## src/rtl/rtc_hms_counter_if.sv

```systemverilog
// rtc_hms_counter_if: button/tick inputs and BCD time outputs of the time-of-day counter
//   i_tick_1hz_in     1 Hz square wave from the divider (treated as data, not a clock)
//   i_btn_start_stop  single-cycle pulse, toggles STOP/RUN
//   i_btn_mode        single-cycle pulse, steps SET_HR -> SET_MIN -> RUN
//   i_btn_inc         single-cycle pulse, increments the field being set
//   o_*_ones/o_*_tens BCD digits hh:mm:ss
//   o_state           00=STOP 01=RUN 10=SET_HR 11=SET_MIN
//   o_sec_tick        one-cycle pulse when seconds advance
//   o_day_wrap        one-cycle pulse on 23:59:59 -> 00:00:00
interface rtc_hms_counter_if;
  logic       i_tick_1hz_in;
  logic       i_btn_start_stop;
  logic       i_btn_mode;
  logic       i_btn_inc;
  logic [3:0] o_sec_ones;
  logic [3:0] o_sec_tens;
  logic [3:0] o_min_ones;
  logic [3:0] o_min_tens;
  logic [3:0] o_hr_ones;
  logic [3:0] o_hr_tens;
  logic [1:0] o_state;
  logic       o_sec_tick;
  logic       o_day_wrap;
  modport slave (
    input  i_tick_1hz_in, i_btn_start_stop, i_btn_mode, i_btn_inc,
    output o_sec_ones, o_sec_tens, o_min_ones, o_min_tens, o_hr_ones, o_hr_tens,
           o_state, o_sec_tick, o_day_wrap
  );
  modport master (
    output i_tick_1hz_in, i_btn_start_stop, i_btn_mode, i_btn_inc,
    input  o_sec_ones, o_sec_tens, o_min_ones, o_min_tens, o_hr_ones, o_hr_tens,
           o_state, o_sec_tick, o_day_wrap
  );
endinterface

```

## src/rtl/rtc_hms_counter.sv

```systemverilog
// rtc_hms_counter: 24-hour BCD hh:mm:ss time-of-day counter with run/stop and hour/minute set mode
//   clk      system clock
//   reset_n  asynchronous active-low reset
//   bus      rtc_hms_counter_if.slave: 1 Hz tick and buttons in, BCD digits/state/pulses out
module rtc_hms_counter #(
  parameter int SYNC_STAGES = 2
) (
  input logic            clk,
  input logic            reset_n,
  rtc_hms_counter_if.slave bus
);
  typedef enum logic [1:0] {STOP = 2'b00, RUN = 2'b01, SET_HR = 2'b10, SET_MIN = 2'b11} state_t;
  state_t r_state, w_next;
  logic [SYNC_STAGES-1:0] r_sync, r_fill;
  logic r_prev;
  logic [3:0] r_so, r_st, r_mo, r_mt, r_ho, r_ht;
  logic r_sec_tick, r_day_wrap;
  logic w_synced, w_tick, w_run_tick, w_c_st, w_c_min, w_c_hr, w_inc_min, w_c_mt, w_inc_hr, w_h23, w_clr_sec;
  assign w_synced = r_sync[SYNC_STAGES-1];
  assign w_tick = w_synced & ~r_prev;
  // r_prev is held at 1 until the synchroniser has filled after reset, so an input
  // already high at reset release is not mistaken for a rising edge
  always_ff @(posedge clk or negedge reset_n)
    if (!reset_n) begin
      r_sync <= '0;
      r_fill <= '0;
      r_prev <= 1'b1;
    end else begin
      r_sync <= {r_sync[SYNC_STAGES-2:0], bus.i_tick_1hz_in};
      r_fill <= {r_fill[SYNC_STAGES-2:0], 1'b1};
      r_prev <= w_synced | ~r_fill[SYNC_STAGES-1];
    end
  // btn_mode has priority; start/stop only acts in STOP and RUN
  always_comb begin
    w_next = r_state;
    if (bus.i_btn_mode)
      w_next = r_state == SET_HR ? SET_MIN : r_state == SET_MIN ? RUN : SET_HR;
    else if (bus.i_btn_start_stop && !r_state[1])
      w_next = r_state == RUN ? STOP : RUN;
  end
  always_ff @(posedge clk or negedge reset_n)
    if (!reset_n) r_state <= STOP;
    else r_state <= w_next;
  // Carry chain; in set states the selected field wraps without carrying onward
  always_comb begin
    w_run_tick = r_state == RUN && w_tick;
    w_c_st = w_run_tick && r_so == 4'd9;
    w_c_min = w_c_st && r_st == 4'd5;
    w_c_hr = w_c_min && r_mo == 4'd9 && r_mt == 4'd5;
    w_inc_min = w_c_min || (r_state == SET_MIN && bus.i_btn_inc);
    w_c_mt = w_inc_min && r_mo == 4'd9;
    w_inc_hr = w_c_hr || (r_state == SET_HR && bus.i_btn_inc);
    w_h23 = r_ht == 4'd2 && r_ho == 4'd3;
    w_clr_sec = r_state == SET_MIN && bus.i_btn_mode;
  end
  always_ff @(posedge clk or negedge reset_n)
    if (!reset_n) begin
      r_so <= '0;
      r_st <= '0;
      r_mo <= '0;
      r_mt <= '0;
      r_ho <= '0;
      r_ht <= '0;
      r_sec_tick <= 1'b0;
      r_day_wrap <= 1'b0;
    end else begin
      if (w_clr_sec) begin
        r_so <= '0;
        r_st <= '0;
      end else begin
        if (w_run_tick) r_so <= r_so == 4'd9 ? 4'd0 : r_so + 4'd1;
        if (w_c_st) r_st <= r_st == 4'd5 ? 4'd0 : r_st + 4'd1;
      end
      if (w_inc_min) r_mo <= r_mo == 4'd9 ? 4'd0 : r_mo + 4'd1;
      if (w_c_mt) r_mt <= r_mt == 4'd5 ? 4'd0 : r_mt + 4'd1;
      if (w_inc_hr) begin
        r_ho <= (w_h23 || r_ho == 4'd9) ? 4'd0 : r_ho + 4'd1;
        r_ht <= w_h23 ? 4'd0 : r_ho == 4'd9 ? r_ht + 4'd1 : r_ht;
      end
      r_sec_tick <= w_run_tick;
      r_day_wrap <= w_c_hr && w_h23;
    end
  assign bus.o_sec_ones = r_so;
  assign bus.o_sec_tens = r_st;
  assign bus.o_min_ones = r_mo;
  assign bus.o_min_tens = r_mt;
  assign bus.o_hr_ones = r_ho;
  assign bus.o_hr_tens = r_ht;
  assign bus.o_state = r_state;
  assign bus.o_sec_tick = r_sec_tick;
  assign bus.o_day_wrap = r_day_wrap;
endmodule

```

## src/flat_wrapper.sv

```systemverilog
// flat-port wrapper written by rule: the top's interface ports become plain ports
module rtc_hms_counter_flat 
#(
  parameter int SYNC_STAGES = 2
)
  (clk, reset_n, bus_i_tick_1hz_in, bus_i_btn_start_stop, bus_i_btn_mode, bus_i_btn_inc, bus_o_sec_ones, bus_o_sec_tens, bus_o_min_ones, bus_o_min_tens, bus_o_hr_ones, bus_o_hr_tens, bus_o_state, bus_o_sec_tick, bus_o_day_wrap);
  rtc_hms_counter_if bus_i ();
  input logic clk;
  input logic reset_n;
  input wire logic [$bits(bus_i.i_tick_1hz_in)-1:0] bus_i_tick_1hz_in;
  input wire logic [$bits(bus_i.i_btn_start_stop)-1:0] bus_i_btn_start_stop;
  input wire logic [$bits(bus_i.i_btn_mode)-1:0] bus_i_btn_mode;
  input wire logic [$bits(bus_i.i_btn_inc)-1:0] bus_i_btn_inc;
  output wire logic [$bits(bus_i.o_sec_ones)-1:0] bus_o_sec_ones;
  output wire logic [$bits(bus_i.o_sec_tens)-1:0] bus_o_sec_tens;
  output wire logic [$bits(bus_i.o_min_ones)-1:0] bus_o_min_ones;
  output wire logic [$bits(bus_i.o_min_tens)-1:0] bus_o_min_tens;
  output wire logic [$bits(bus_i.o_hr_ones)-1:0] bus_o_hr_ones;
  output wire logic [$bits(bus_i.o_hr_tens)-1:0] bus_o_hr_tens;
  output wire logic [$bits(bus_i.o_state)-1:0] bus_o_state;
  output wire logic [$bits(bus_i.o_sec_tick)-1:0] bus_o_sec_tick;
  output wire logic [$bits(bus_i.o_day_wrap)-1:0] bus_o_day_wrap;
  assign bus_i.i_tick_1hz_in = bus_i_tick_1hz_in;
  assign bus_i.i_btn_start_stop = bus_i_btn_start_stop;
  assign bus_i.i_btn_mode = bus_i_btn_mode;
  assign bus_i.i_btn_inc = bus_i_btn_inc;
  assign bus_o_sec_ones = bus_i.o_sec_ones;
  assign bus_o_sec_tens = bus_i.o_sec_tens;
  assign bus_o_min_ones = bus_i.o_min_ones;
  assign bus_o_min_tens = bus_i.o_min_tens;
  assign bus_o_hr_ones = bus_i.o_hr_ones;
  assign bus_o_hr_tens = bus_i.o_hr_tens;
  assign bus_o_state = bus_i.o_state;
  assign bus_o_sec_tick = bus_i.o_sec_tick;
  assign bus_o_day_wrap = bus_i.o_day_wrap;
  rtc_hms_counter #(.SYNC_STAGES(SYNC_STAGES)) u_core (.clk(clk), .reset_n(reset_n), .bus(bus_i));
endmodule
```

## config.mk

```make
export PLATFORM = sky130hd
export DESIGN_NAME = rtc_hms_counter_flat
export DESIGN_NICKNAME = d
export VERILOG_FILES = /design/src/rtl/rtc_hms_counter_if.sv /design/src/rtl/rtc_hms_counter.sv /design/src/flat_wrapper.sv
export SDC_FILE = /design/constraint.sdc
export NUM_CORES = 1
export LEC_CHECK = 0
export CAP_MARGIN = 40
export CORE_MARGIN = 2
export CORE_UTILIZATION = 45
export CTS_CLUSTER_SIZE = 25
export DETAILED_ROUTE_END_ITERATION = 10
export GPL_TIMING_DRIVEN = 1
export PLACE_DENSITY = 0.85
export RECOVER_POWER = 25
export SLEW_MARGIN = 0
export SYNTH_ARGS = -nofsm -noshare
export SYNTH_HDL_FRONTEND = slang
export SYNTH_SLANG_ARGS = --single-unit
```

## constraint.sdc

```tcl
create_clock -name clk -period 1.9 [get_ports clk]
set_clock_uncertainty 0.1 [all_clocks]
set_input_delay 0.19 -clock clk [delete_from_list [all_inputs] [get_ports clk]]
set_output_delay 0.19 -clock clk [all_outputs]
set_load 0.01 [all_outputs]
```

==> Yosys cells after proc, flatten, opt, wreduce, memory -nomap -nowiden <==
Cells that the tools add are included.
{ "totals": {"ff_bits": 33, "inputBits": 6} }
{ "op_classes": {"addsub": 6, "n_eq_ne": 10, "n_mux": 16, "bitwise_logic": 4, "reduce_logical": 21} }
{ "ops": {"columns": ["cell", "n"], "rows": [
  ["2-to-1 mux 4 bit", 11],
  ["adder 4 x 1 -> 4 bit (second input constant)", 6],
  ["== test 4 bit (second input constant)", 3],
  ["logical AND 1 bit", 12],
  ["== test 4 x 2 -> 1 bit (second input constant)", 2],
  ["== test 4 x 3 -> 1 bit (second input constant)", 2],
  ["2-to-1 mux 2 bit", 4],
  ["nonzero test 2 bit", 4],
  ["== test 2 bit (second input constant)", 2],
  ["logical OR 1 bit", 3],
  ["== test 2 x 1 -> 1 bit (second input constant)", 1],
  ["inverter 1 bit", 2],
  ["AND reduction 2 bit", 1],
  ["AND 1 bit", 1],
  ["zero test 1 bit", 1],
  ["2-to-1 mux 1 bit", 1],
  ["bitwise OR 1 bit", 1]
]} }

==> Longest topological paths before layout <==
{ "logic_depth": {"word_depth": 9, "ltp_mapped": 8, "mapped_depth_nobuf": 7} }

==> Worst setup path after synthesis <==
Ideal clock, no wire load.
{ "synth_path": {"path_kind": "reg-to-reg", "start": "reg u_core.r_st[1], in the netlist u_core.bus.o_sec_tens[1]", "end": "reg u_core.r_ho[2], in the netlist u_core.bus.o_hr_ones[2]", "setup_ns": 0.132, "arrival_time_ns": 1.722, "slack_ns": -0.055, "path_stages_with_launch": 9, "n_path_buf": 1, "synth_period_minus_slack_ns": 1.955, "cell_sequence": "dfrtp_1 inv_1 ha_1 nand3b_1 nor4b_1 a31oi_1 buf_6 o21ai_0 o41ai_2"} }
{ "synth_between": {"elab_chain_cells": 5} }
{ "synth_lines": {"columns": ["element", "line_no", "source"], "rows": [
  ["start, declared", "rtc_hms_counter.sv:16", "logic [3:0] r_so, r_st, r_mo, r_mt, r_ho, r_ht;"],
  ["start signal, assigned", "rtc_hms_counter.sv:72", "if (w_c_st) r_st <= r_st == 4'd5 ? 4'd0 : r_st + 4'd1;"],
  ["== test 4 x 3 -> 1 bit", "rtc_hms_counter.sv:48", "w_c_min = w_c_st && r_st == 4'd5;"],
  ["logical AND 1 bit", "rtc_hms_counter.sv:48", null],
  ["logical AND 1 bit (2 in series)", "rtc_hms_counter.sv:49", "w_c_hr = w_c_min && r_mo == 4'd9 && r_mt == 4'd5;"],
  ["logical OR 1 bit", "rtc_hms_counter.sv:52", "w_inc_hr = w_c_hr || (r_state == SET_HR && bus.i_btn_inc);"],
  ["end signal, assigned", "rtc_hms_counter.sv:77", "r_ho <= (w_h23 || r_ho == 4'd9) ? 4'd0 : r_ho + 4'd1;"],
  ["end, declared", "rtc_hms_counter.sv:16", null]
]} }
No other way between the ends.
A chain may end at the register's enable or synchronous reset.

==> Worst setup path after layout <==
{ "layout_path": {"start": "reg u_core.r_st[1], in the netlist u_core.bus.o_sec_tens[1]", "end": "reg u_core.r_mt[0], in the netlist u_core.bus.o_min_tens[0]"} }
{ "layout_between": {"elab_chain_cells": 4} }
{ "layout_lines": {"columns": ["element", "line_no", "source"], "rows": [
  ["== test 4 x 3 -> 1 bit", "rtc_hms_counter.sv:48", null],
  ["logical AND 1 bit", "rtc_hms_counter.sv:48", null],
  ["logical OR 1 bit", "rtc_hms_counter.sv:50", "w_inc_min = w_c_min || (r_state == SET_MIN && bus.i_btn_inc);"],
  ["logical AND 1 bit", "rtc_hms_counter.sv:51", "w_c_mt = w_inc_min && r_mo == 4'd9;"],
  ["end signal, assigned", "rtc_hms_counter.sv:75", "if (w_c_mt) r_mt <= r_mt == 4'd5 ? 4'd0 : r_mt + 4'd1;"],
  ["end, declared", "rtc_hms_counter.sv:16", null]
]} }
No other way between the ends.

==> results by group <==
CTS
  • Clock sinks: 33
  • # H-tree levels: 2
  • Clock-pin transition on the worst setup and hold timing paths: 100 ps
  • Num CTS Buffers: 5
  • Root buffer selected by CTS: clkbuf_4
  • Maximum root-to-sink buffer count: 2
  • CTS tree: built
  • Clk Latency, worst-skew pair: 330 ps

GRT
  • GRT overflow: 0
  • Largest net degree at the start of global routing: 34
  • Total GRT Usage: 0.188
  • First-pass GRT wire length: 5.93 mm
  • Number of global-route vias before repair: 1,320
  • Initial antenna violation count: 0

Setup path
  • Crit path launch type: register
  • CP top delay family: simple AND/OR/NAND/NOR gates
  • R2R Path Start: u_core.bus.o_sec_tens[1]
  • R2r endpoint: u_core.bus.o_min_tens[0]
  • CP peak stage delay: 400 ps
  • Worst EP arrival: 2080 ps
  • Crit Path Category: reg -> reg
  • Worst Setup End Kind: register
  • Worst reg-to-reg setup slack: -60 ps
  • Max FO, Critical Path: 2
  • CP Data Required Time: 2020 ps
  • R2R cell count: 8
  • Cell Chain, Critical Path: inv_1 > ha_2 > nand3b_1 > buf_4 > o31ai_4 > nand2_4 > or3_4 > xnor2_2
  • Slowest-stage cell, CP: dfrtp_1
  • CP Buf/Inv Count: 2

Route
  • Antenna-violating nets left: 0
  • Vias per cell: 5.24
  • Via count: 1,398
  • Post-Route WL: 3.73 mm
  • DR WL/cell: 14.0 um
  • DR iter-0 viols: 64
  • # DRC: 0
  • DRT Pass-1 Iters: 4

Pwr
  • PD cells: 1160 nW/um2
  • Leak Pwr: 1.07 nW
  • Max rail drop VDD: 0.783 mV

Floorplanning
  • Starting Density: 0.482
  • # IOs: 34
  • Core area: 3420 um2
  • Die height: 64.5 um
  • Die Width: 64.5 um
  • Die ar.: 4160 um2
  • # rows: 21

Timing
  • Setup WS post-layout: -57.3 ps
  • Tcrit/Tclk final: 1.03
  • Worst rel slew slack: 0.460
  • Minimum clock period: 1960 ps
  • Fin. max-slew vios: 0
  • Worst Max-Slew Pin Slew: 809 ps
  • Final setup vio count: 3
  • Final Hold Viols: 0
  • F_max: 511 MHz
  • RSZ-0062 raised after global routing: yes

Logic synthesis
  • Synth warn: 0
  • Synthesized flop and latch total: 33
  • Post-synth cell types: 42
  • Syn_area_per_cell: 10.6 um2
  • Sequential element share of the synthesized area: 0.503
  • Mapped Nets: 169
  • Top_reg_cell synth: dfrtp_1
  • Post-synth EDFFs: 0
  • Ys async rst share: 1.00
  • Synth Cell Area: 1650 um2
  • Cells after synthesis: 155

Cells and area
  • Net count, final: 234
  • Multi-input gate area: 846 um2
  • Antenna diodes: 0
  • Share of cells above drive strength 1: 0.285
  • Layout fillers: 246
  • Syn-to-layout area delta: 44.3%
  • Cell Count, Final, Fillers Out: 267
  • Register area: 827 um2

Worst hold path
  • WHS Endpoint: u_core.r_fill[1]
  • Hold path depth: 0
  • Hold Path Origin: u_core.r_fill[0]
  • Worst hold path class: reg -> reg

Placed design
  • Pre-CTS setup slack: -33.1 ps
  • GPL Wtd Cong: 0.848
  • DP Cell Count: 250
  • Post-detail-place hpwl: 2.53 mm
  • Buffers added on ports: 33

Run status
  • Run status: complete, but fails checks
  • Failing checks: negative setup slack

Run
  • Max cap viols: 0
-- power breakdown --
group          internal (W)  leakage, nW  switching [W]
clock              0.000214       0.0413       0.000238
sequential         0.000869        0.422       0.000224
combinational      0.000656        0.605       0.000561
-- logic make-up (layout without fill, tap and decap cells) --
logic type,after synthesis,count (layout),share of synthesized area
multiplexers,1,1,0.00684
other,1,1,0.00228
AND/OR/NAND/NOR,65,65,0.240
AO/OA/AOI/OAI,30,30,0.122
buffers and inverters,11,77,0.0297
XOR/XNOR,6,6,0.0365
flip-flops,33,33,0.503
adder cells (fa/ha/maj),8,8,0.0608
-- layout make-up --
class	count	area share
clock inverters	1	0.00211
inverters	9	0.0142
clock buffers	7	0.0274
well taps	46	0.0242
flip-flops and latches	33	0.348
repair buffers	60	0.227
multi-input cells	111	0.356
-- cells in the final DEF (no fill, tap or decap), drive strengths merged, types with 2 or more instances in the layout --
master and instances:
clkbuf 8, nand2 15, nand3b 5, o21ai 11, or3 4, inv 9
o31ai 3, a21oi 10, buf 26, nor2b 2, xnor2 3, clkdlybuf4s50 31
and3b 2, xor2 3, nand2b 2, nand3 7, dlygate4sd3 2, nor3 5
nand4 2, ha 8, dfrtp 32, nor2 14
-- stage by stage --
| step | instance area [um2] | util | power (W) | setup TNS [ps] | hold WS (ps) |
|---|---|---|---|---|---|
| floorplan | 1650 | - | 0.00163 | -43.1 | -206 |
| global placement | 2160 | 0.632 | 0.00216 | 0 | 235 |
| detailed placement | 2160 | 0.632 | 0.00219 | -33.3 | 248 |
| CTS | 2250 | 0.658 | 0.00265 | -22.9 | 151 |
| global route | 2370 | 0.695 | 0.00297 | -1510 | 277 |
| finish | 2370 | 0.695 | 0.00276 | -77.3 | 265 |
-- how the worst max path moves through the flow --
stage,from,to,depth (start not counted)
2_1_floorplan,u_core.bus.o_sec_tens[1],u_core.bus.o_min_tens[0],7
3_5_place_dp,u_core.bus.o_sec_tens[1],u_core.bus.o_hr_ones[3],8
4_1_cts,u_core.bus.o_sec_tens[1],u_core.bus.o_hr_ones[3],8
3_3_place_gp,u_core.bus.o_sec_tens[1],u_core.bus.o_hr_ones[3],8
5_1_grt,u_core.bus.o_sec_tens[1],u_core.bus.o_hr_ones[3],8
6_report,u_core.bus.o_sec_tens[1],u_core.bus.o_min_tens[0],8
-- Yosys cell counts, drive strengths merged (2+ instances only) --
master   n  area [um2]
dfrtp   32         801
nand2   15        63.8
nor2    14        52.6
o21ai   11        55.1
a21oi   10        50.1
inv      9        33.8
ha       8         100
nand3    7        35.0
nand3b   5        37.5
nor3     5        47.5
or3      4        30.0
o31ai    3        36.3
xnor2    3        33.8
xor2     3        26.3
and3b    2        18.8
nand2b   2        12.5
nand4    2        12.5
nor2b    2        12.5
-- routing by layer --
metal / vias up / part of all wire / global-route usage
met2: 44 / 0.53 / 0.299
met4: 0 / 0.015 / 0.0771
met1: 669 / 0.41 / 0.242
met5: - / 0 / 0
li1: 676 / - / -
met3: 9 / 0.049 / 0.0556
-- registers in the layout, indices dropped and copies added, names as in the netlist --
signal	count
u_core.bus.o_sec_tens	4
u_core.r_prev	1
u_core.bus.o_min_ones	4
u_core.bus.o_day_wrap	1
u_core.bus.o_sec_tick	1
u_core.bus.o_hr_ones	4
u_core.bus.o_min_tens	4
u_core.bus.o_sec_ones	4
u_core.r_sync	2
u_core.r_fill	2
u_core.bus.o_hr_tens	4
u_core.bus.o_state	2
-- what timing repair did --
item,CTS,global route
pin swaps,3,17
gates resized for setup,1,27
hold buffers,0,0
cloned,0,1
setup endpoints to repair,5,15
setup buffers,2,6
Power figures use the tool's default switching activity.
